<file path="src/rtl/page_key_ctrl.sv">
// Page-button front end: per-key sync, debounce, press/auto-repeat events,
// and a timed four-phase req/ack handshake toward the page display.
module page_key_ctrl #(
  parameter int CNT_W         = 25,
  parameter int DEB_CYCLES    = 1000000,
  parameter int HOLD_CYCLES   = 25000000,
  parameter int REPEAT_CYCLES = 5000000,
  parameter int ACK_TO        = 1024
) (
  input  logic       clk,
  input  logic       rst,
  input  logic       key_up,
  input  logic       key_dn,
  input  logic       fdu,
  input  logic       fdd,
  output logic       fsu,
  output logic       fsd,
  output logic       busy,
  output logic       err,
  output logic [1:0] key_lvl
);

  // state | meaning
  // IDLE  | no request outstanding, scanning pend_u then pend_d
  // REQ_U | fsu high, waiting for fdu
  // REL_U | fsu dropped, waiting for fdu to fall
  // REQ_D | fsd high, waiting for fdd
  // REL_D | fsd dropped, waiting for fdd to fall
  typedef enum logic [2:0] {IDLE, REQ_U, REL_U, REQ_D, REL_D} state_t;

  localparam int TO_W = $clog2(ACK_TO);
  localparam logic [CNT_W-1:0] DEB_LAST    = CNT_W'(DEB_CYCLES - 1);
  localparam logic [CNT_W-1:0] HOLD_LAST   = CNT_W'(HOLD_CYCLES - 1);
  localparam logic [CNT_W-1:0] HOLD_RELOAD = CNT_W'(HOLD_CYCLES - REPEAT_CYCLES);
  localparam logic [TO_W-1:0]  TO_LAST     = TO_W'(ACK_TO - 1);

  // index 1 = up, index 0 = dn, matching key_lvl
  logic [1:0]       sync1, sync2;
  logic [CNT_W-1:0] deb_cnt  [2];
  logic [CNT_W-1:0] hold_cnt [2];
  logic [1:0]       s, deb_tc, rise, fall, rep, ev;
  logic             pend_u, pend_d, launch_u, launch_d, to_tc;
  logic [TO_W-1:0]  to_cnt;
  state_t           state;

  always_comb begin
    s      = ~sync2;
    deb_tc = '0;
    rise   = '0;
    fall   = '0;
    rep    = '0;
    for (int i = 0; i < 2; i++) begin
      deb_tc[i] = (s[i] != key_lvl[i]) && (deb_cnt[i] == DEB_LAST);
      rise[i]   = deb_tc[i] & s[i];
      fall[i]   = deb_tc[i] & ~s[i];
      // a repeat landing on the release edge is suppressed
      rep[i]    = key_lvl[i] && !fall[i] && (hold_cnt[i] == HOLD_LAST);
    end
    ev       = rise | rep;
    launch_u = (state == IDLE) && pend_u;
    launch_d = (state == IDLE) && !pend_u && pend_d;
    to_tc    = (to_cnt == TO_LAST);
  end

  always_ff @(posedge clk or negedge rst) begin
    if (!rst) begin
      sync1       <= '1;
      sync2       <= '1;
      key_lvl     <= '0;
      deb_cnt[0]  <= '0;
      deb_cnt[1]  <= '0;
      hold_cnt[0] <= '0;
      hold_cnt[1] <= '0;
    end else begin
      sync1 <= {key_up, key_dn};
      sync2 <= sync1;
      for (int i = 0; i < 2; i++) begin
        if (s[i] == key_lvl[i]) begin
          deb_cnt[i] <= '0;
        end else if (deb_tc[i]) begin
          deb_cnt[i] <= '0;
          key_lvl[i] <= s[i];
        end else begin
          deb_cnt[i] <= deb_cnt[i] + 1'b1;
        end

        if (!key_lvl[i] || fall[i])
          hold_cnt[i] <= '0;
        else if (rep[i])
          hold_cnt[i] <= HOLD_RELOAD;
        else
          hold_cnt[i] <= hold_cnt[i] + 1'b1;
      end
    end
  end

  always_ff @(posedge clk or negedge rst) begin
    if (!rst) begin
      state  <= IDLE;
      to_cnt <= '0;
      pend_u <= 1'b0;
      pend_d <= 1'b0;
      fsu    <= 1'b0;
      fsd    <= 1'b0;
      busy   <= 1'b0;
      err    <= 1'b0;
    end else begin
      // a new event on the launch edge is kept rather than lost
      pend_u <= ev[1] | (pend_u & ~launch_u);
      pend_d <= ev[0] | (pend_d & ~launch_d);
      err    <= 1'b0;
      case (state)
        IDLE: begin
          to_cnt <= '0;
          if (pend_u) begin
            state <= REQ_U;
            fsu   <= 1'b1;
            busy  <= 1'b1;
          end else if (pend_d) begin
            state <= REQ_D;
            fsd   <= 1'b1;
            busy  <= 1'b1;
          end
        end
        REQ_U: begin
          if (fdu) begin
            state  <= REL_U;
            fsu    <= 1'b0;
            to_cnt <= '0;
          end else if (to_tc) begin
            state  <= IDLE;
            fsu    <= 1'b0;
            busy   <= 1'b0;
            err    <= 1'b1;
            to_cnt <= '0;
          end else begin
            to_cnt <= to_cnt + 1'b1;
          end
        end
        REL_U: begin
          if (!fdu || to_tc) begin
            state  <= IDLE;
            busy   <= 1'b0;
            err    <= fdu;
            to_cnt <= '0;
          end else begin
            to_cnt <= to_cnt + 1'b1;
          end
        end
        REQ_D: begin
          if (fdd) begin
            state  <= REL_D;
            fsd    <= 1'b0;
            to_cnt <= '0;
          end else if (to_tc) begin
            state  <= IDLE;
            fsd    <= 1'b0;
            busy   <= 1'b0;
            err    <= 1'b1;
            to_cnt <= '0;
          end else begin
            to_cnt <= to_cnt + 1'b1;
          end
        end
        REL_D: begin
          if (!fdd || to_tc) begin
            state  <= IDLE;
            busy   <= 1'b0;
            err    <= fdd;
            to_cnt <= '0;
          end else begin
            to_cnt <= to_cnt + 1'b1;
          end
        end
        default: begin
          state  <= IDLE;
          fsu    <= 1'b0;
          fsd    <= 1'b0;
          busy   <= 1'b0;
          to_cnt <= '0;
        end
      endcase
    end
  end

endmodule
</file>
<file path="config.mk">
export PLATFORM = sky130hd
export DESIGN_NAME = page_key_ctrl
export DESIGN_NICKNAME = d
export VERILOG_FILES = /design/src/rtl/page_key_ctrl.sv
export SDC_FILE = /design/constraint.sdc
export NUM_CORES = 1
export LEC_CHECK = 0
export CAP_MARGIN = 20
export CORE_MARGIN = 5
export CORE_UTILIZATION = 55
export CTS_CLUSTER_SIZE = 30
export DETAILED_ROUTE_END_ITERATION = 8
export PLACE_DENSITY = 0.74
export SLEW_MARGIN = 40
export SYNTH_ARGS = -nofsm -noshare
export SYNTH_HDL_FRONTEND = slang
export SYNTH_SLANG_ARGS = --single-unit
</file>
<file path="constraint.sdc">
create_clock -name clk -period 2 [get_ports clk]
set_clock_uncertainty 0.1 [all_clocks]
set_input_delay 0.4 -clock clk [delete_from_list [all_inputs] [get_ports clk]]
set_output_delay 0.4 -clock clk [all_outputs]
set_load 0.005 [all_outputs]
</file>
==> impl_results.md, run 1 <==
* Status: finished with violations
* Failing checks: negative hold slack
* Post-placement cell count at 802
* Num CTS Buffers at 17
* Wire length on met1 at 5.663 mm
* Final Hold Fails at 35
* Largest net degree at the start of global routing at 126
* Detail Route met2 WL at 5.903 mm
* Largest cells by area after synthesis: dfrtp_1 49%, xor2_1 8.7%, nor2_1 7.9%
* Switch share at 18.41%
* Syn Inst Count at 631
* Core Region at 10940 um^2
* Fraction of layout cells with a size suffix above 1 at 12.95%
* Sequential share of power at 41.6%
* Drt drc at 0
* RR Startpoint: deb_cnt[46]
* Drt via density at 5.601
* GRT Util Overall at 19.76%
* I/O pin total at 12
* Logic pwr share at 2.0%
* Post-route cell area at 7403 um^2
* Setup ws final at 0.08437 ns
* Setup CP Type: flop to flop
* Commonest non-fill, non-tap cell in the layout: nor2_1
* VDD IR max at 0.5693 mV
* Worst Path Required at 2.20 ns
* Detailed-placement wirelength estimate at 7.973 mm
* Endpoints failing setup at 0
* Final RePlAce weighted congestion at 0.8529
* Post-synth top area cell: dfrtp_1
* Die area at 13430 um^2
* #FFs+latches synth at 125
* Max_cap viols at 0
* First-pass GRT wire length at 21.19 mm
* Clk pin slew, worst setup/hold paths at 0.05 ns
* Final WL at 12.10 mm
* Sequential cell area fraction in the yosys report at 50.81%
* Clk_lat worst skew at 0.41 ns
* CP Launch Point: deb_cnt[46]
* Post-synth EDFFs at 0
* Worst EP arrival at 2.11 ns
* RSZ-0062 raised after global routing: true
* Grt total ovfl at 0
* Relative slew slack at 52.05%
* Drt first-iter violations at 350
* Slew Viols, Final at 0
* Diode count at 0
* Power Dens Cells at 831.7 nW/um^2
* Fill count at 878
* CTS root buf: clkbuf_16
* Net Sw Power at 1.133 mW
* Hold Buf Count CTS at 0
* Min Tclk post-route at 1.916 ns
* Routed Antenna Nets at 0
* Die X at 115.9 um
* CTS tree: done
* Yosys warnings at 0
* Nets@finish at 693
* Vias in the first global route at 4642
* Hold slack final at -0.08453 ns
* Clock group share of total power at 56.4%
* Worst hold path class: input port to asynchronous set/reset pin
* Initial DRT Pass Iterations at 4
* Non-Filler Instances at 835
* Share of the synthesized area in the top cell type at 49.11%
* Clock Tree Buf Depth at 2
* WL per Instance at 14.49 um
* Setup TNS at 0 ns
* CP Launch Type: flop
* IO Port Bufs at 11
* Average cell area after synthesis at 9.772 um^2
* DR top layer: met4
* Clk sinks at 125
* Placed inst area at 6693 um^2
* Synth Flop Type: dfrtp_1
* Worst-path maximum fanout at 11
* Mapped Area at 6166 um^2
* WL met3 at 335 um
* Worst setup slack after placement at -0.1580 ns
* Slew @ Worst Pin at 0.7192 ns
* Int Pwr at 5.024 mW
* Initial antenna violation count at 0
* Via count at 4677
* Synth unique cells at 53
* Die height at 115.9 um
* Most frequent cells in the layout: 129 x nor2_1, 120 x dfrtp_1, 61 x xor2_1
* Rows at 38
* Fmax at 0.5220 GHz
* Fin crit share at 95.78%
* H-Tree Depth at 4
* Endpoint class of the critical path: flop
* Initial Util at 56.38%
* Area Growth Syn to Fin at 20.07%
* Mapped Nets at 642
* Leakage at 3.096 nW
* Ys async rst share at 100.0%
[final timing paths]
| path | endpoint | slack [ns] | cells past startpoint |
|---|---|---|---|
| worst max-delay path | deb_cnt[35] | 0.08 | 6 |
| worst min-delay path | hold_cnt[1] | -0.08 | 2 |
| worst max register to register | deb_cnt[35] | 0.08 | 6 |
| worst min register to register | sync2[1] | 0.26 | 0 |
| max in group asynchronous | to_cnt[2] | 1.28 | 2 |
| min in group clk | sync2[1] | 0.26 | 0 |
[synthesized netlist by cell type (4+ instances only)]
cell,instances
xnor2_1,37
and4_1,9
nor4b_1,5
a21oi_1,12
xor2_1,61
nand4_1,32
ha_1,5
nor4_1,7
dfstp_2,4
buf_2,6
nor3_2,5
nand3_1,43
and3_1,18
dfrtp_1,121
nor2_1,130
nand2_1,45
and2_1,5
clkbuf_1,8
nor3_1,17
inv_1,12
[cells by family (layout without fill, tap and decap cells)]
group	count (synthesis)	count (layout)	synth area share, %
buffers and inverters	29	93	2.131
adders and majority gates	5	5	1.015
and+or+nand+nor	336	336	27.76
xor gates and xnor gates	98	98	13.92
muxes	2	2	0.3450
DFF	125	125	50.81
AOI/OAI and AO/OA	36	36	4.018
[timing repair]
| item | CTS | global route |
|---|---|---|
| resized for setup | 0 | 9 |
| endpoints found under the setup margin | 0 | 68 |
| buffers inserted | 0 | 1 |
[metal layers]
| metal | track usage (%) | vias to the layer above |
|---|---|---|
| li1 | - | 2286 |
| met1 | 25.52 | 2316 |
| met2 | 31.95 | 58 |
| met3 | 4.595 | 17 |
| met4 | 8.739 | 0 |
| met5 | 0 | - |
[state kept, by name, summed over array words and instances (netlist names)]
register and count:
sync1 2, pend_u 1, to_cnt 10, sync2 2
fsd 1, pend_d 1, state 3, deb_cnt 50
err 1, key_lvl 2, fsu 1, busy 1
hold_cnt 50
[critical path, cell delays in order (launching register included)]
cell	delay [ns]
dfrtp_1	0.42
nor4b_1	0.34
and3_1	0.28
nand2_1	0.14
o21bai_1	0.23
buf_4	0.22
nor2_1	0.07
[metrics by stage]
step,power [mW],util [%]
after floorplan,2.640,-
after global placement,2.724,61.20
after detailed placement,2.729,61.20
after CTS,6.223,67.32
after global routing,6.371,67.70
final,6.158,67.70
[area by class of cell]
class                   count  area (um^2)  share of cell area (%)
clock buffers              26        489.2                   6.608
clock inverters             6        180.2                   2.434
inverters                  12        45.04                  0.6084
well taps                 140        175.2                   2.366
repair buffers             49        442.9                   5.983
flip-flops and latches    125         3134                   42.34
multi-input cells         477         2937                   39.67
[power groups by stage]
stage,Clock [mW],Combinational [mW],Sequential [mW]
2_1_floorplan,0,0.0365,2.60
3_3_place_gp,0,0.120,2.60
3_5_place_dp,0,0.124,2.60
4_1_cts,3.54,0.125,2.56
5_1_grt,3.67,0.139,2.56
6_report,3.47,0.120,2.56
No activity file was read; power rests on OpenSTA's default activity.
==> inputs of run 2 (changes only) <==
--- a/config.mk
+++ b/config.mk
@@ -6,10 +6,12 @@
 export NUM_CORES = 1
 export LEC_CHECK = 0
 export CAP_MARGIN = 20
+export CORE_ASPECT_RATIO = 0.6
 export CORE_MARGIN = 5
 export CORE_UTILIZATION = 55
 export CTS_CLUSTER_SIZE = 30
 export DETAILED_ROUTE_END_ITERATION = 8
+export MAX_ROUTING_LAYER = met4
 export PLACE_DENSITY = 0.74
 export SLEW_MARGIN = 40
 export SYNTH_ARGS = -nofsm -noshare
==> impl_results.md, run 2 (same netlist as run 1, synthesis figures left out) <==
* Fill count at 800
* Drt first-iter violations at 316
* Critical path's slowest cell: or4_1
* Post-placement cell count at 807
* Post-route cell area at 7403 um^2
* Setup TNS at 0 ns
* H-Tree Depth at 4
* I/O pin total at 12
* Endpoints failing setup at 0
* Clk_lat worst skew at 0.41 ns
* Slew @ Worst Pin at 0.4754 ns
* R2r setup slk at 0.09 ns
* Area of the multi-input gates at 2960 um^2
* Routed Antenna Nets at 0
* Worst EP arrival at 2.10 ns
* Register area at 3133 um^2
* CP endpoint: hold_cnt[23]
* Detailed-placement wirelength estimate at 8.399 mm
* Status: finished, final reports clean
* Biggest regs: deb_cnt x50, hold_cnt x50, to_cnt x10
* Num CTS Buffers at 17
* Drt via density at 5.642
* Worst hold path class: flop to flop
* Worst stage delay on the critical path at 0.53 ns
* Largest net degree at the start of global routing at 44
* Worst setup slack after placement at -0.06789 ns
* Endpoint class of the critical path: flop
* Placed inst area at 6761 um^2
* Drt drc at 0
* Crit path buffers/inverters at 1
* Clk pin slew, worst setup/hold paths at 0.05 ns
* Slew Viols, Final at 0
* WL per Instance at 14.93 um
* Fmax at 0.5232 GHz
* Layout Utilization at 68.70%
* Max_cap viols at 0
* Die height at 92.02 um
* Setup CP Type: flop to flop
* Final Hold Fails at 0
* Initial DRT Pass Iterations at 4
* Initial antenna violation count at 0
* VDD IR max at 0.5330 mV
* Final RePlAce weighted congestion at 0.8836
* Gr busiest metal: met2
* Via count at 4745
* First-pass GRT wire length at 21.49 mm
* M2 GR Usage at 28.61%
* Met1 Use GR at 28.20%
* Clk sinks at 125
* Fraction of layout cells with a size suffix above 1 at 14.67%
* FF-to-FF path depth at 6
* Nets@finish at 700
* Die X at 146.7 um
* Power Dens Cells at 757.3 nW/um^2
* Initial Util at 57.22%
* Final WL at 12.56 mm
* Vias in the first global route at 4586
* CP Launch Type: flop
* Die area at 13500 um^2
* Diode count at 0
* WP depth at 6
* CP top delay family: simple AND/OR/NAND/NOR gates
* GRT Util Overall at 20.01%
* Rows at 29
* Worst-path cell chain: or4_1, nor3_1, nand4_1, nand2b_4, buf_12, nor2_1
* Total Power at 5.607 mW
* Hold slack final at 0.2557 ns
* Reg2reg end: hold_cnt[23]
* Core Region at 10780 um^2
* Commonest non-fill, non-tap cell in the layout: nor2_1
* Leakage at 3.123 nW
* Grt total ovfl at 0
* Setup ws final at 0.08885 ns
* Relative slew slack at 67.89%
* Most frequent cells in the layout: 130 x nor2_1, 121 x dfrtp_1, 61 x xor2_1
* IO Port Bufs at 11
* Worst Path Required at 2.19 ns
* CTS tree: done
* Fin crit share at 95.56%
* Min Tclk post-route at 1.911 ns
* M3 GR Usage at 5.123%
* RR Startpoint: hold_cnt[7]
* Clock Tree Buf Depth at 2
* Area Growth Syn to Fin at 20.07%
* Non-Filler Instances at 841
* CTS root buf: clkbuf_16
* Worst-path maximum fanout at 17
* CP Launch Point: hold_cnt[7]
## run 2: layout make-up
type / count / area share, %
clock buffers: 25 / 6.828
multi-input cells: 477 / 39.99
clock inverters: 7 / 0.8450
inverters: 12 / 0.6084
flip-flops and latches: 125 / 42.32
repair buffers: 56 / 7.064
well taps: 139 / 2.349
## run 2: power breakdown
group | switching [mW] | internal [mW] | total (mW)
combinational | 0.0865 | 0.0477 | 0.134
clock | 1.05 | 1.86 | 2.91
sequential | 0.0128 | 2.55 | 2.56
## run 2: timing repair
item | CTS | global route
hold endpoints to repair | 17 | 0
setup endpoints to repair | 0 | 72
setup buffers | 0 | 1
resized for setup | 0 | 12
hold buffers | 1 | 0
## run 2: layer usage
metal,vias up,part of all wire [%]
met5,-,0
met4,0,0.80
met3,10,4.1
met2,91,45
met1,2336,50
li1,2308,-
## run 2: worst min-delay path by stage
stage	cells past startpoint	to	start
6_report	0	sync2[0]	sync1[0]
3_5_place_dp	1	deb_cnt[3]	rst
3_3_place_gp	1	deb_cnt[23]	rst
5_1_grt	0	sync2[0]	sync1[0]
2_1_floorplan	0	busy	rst
4_1_cts	0	sync2[0]	sync1[0]
==> inputs of run 3 (changes only) <==
--- a/config.mk
+++ b/config.mk
@@ -13,7 +13,7 @@
 export DETAILED_ROUTE_END_ITERATION = 8
 export MAX_ROUTING_LAYER = met4
 export PLACE_DENSITY = 0.74
-export SLEW_MARGIN = 40
+export SLEW_MARGIN = 30
 export SYNTH_ARGS = -nofsm -noshare
 export SYNTH_HDL_FRONTEND = slang
 export SYNTH_SLANG_ARGS = --single-unit
==> results of run 3 <==
Same layout as run 2: the final DEF is identical, and so are final timing and power.
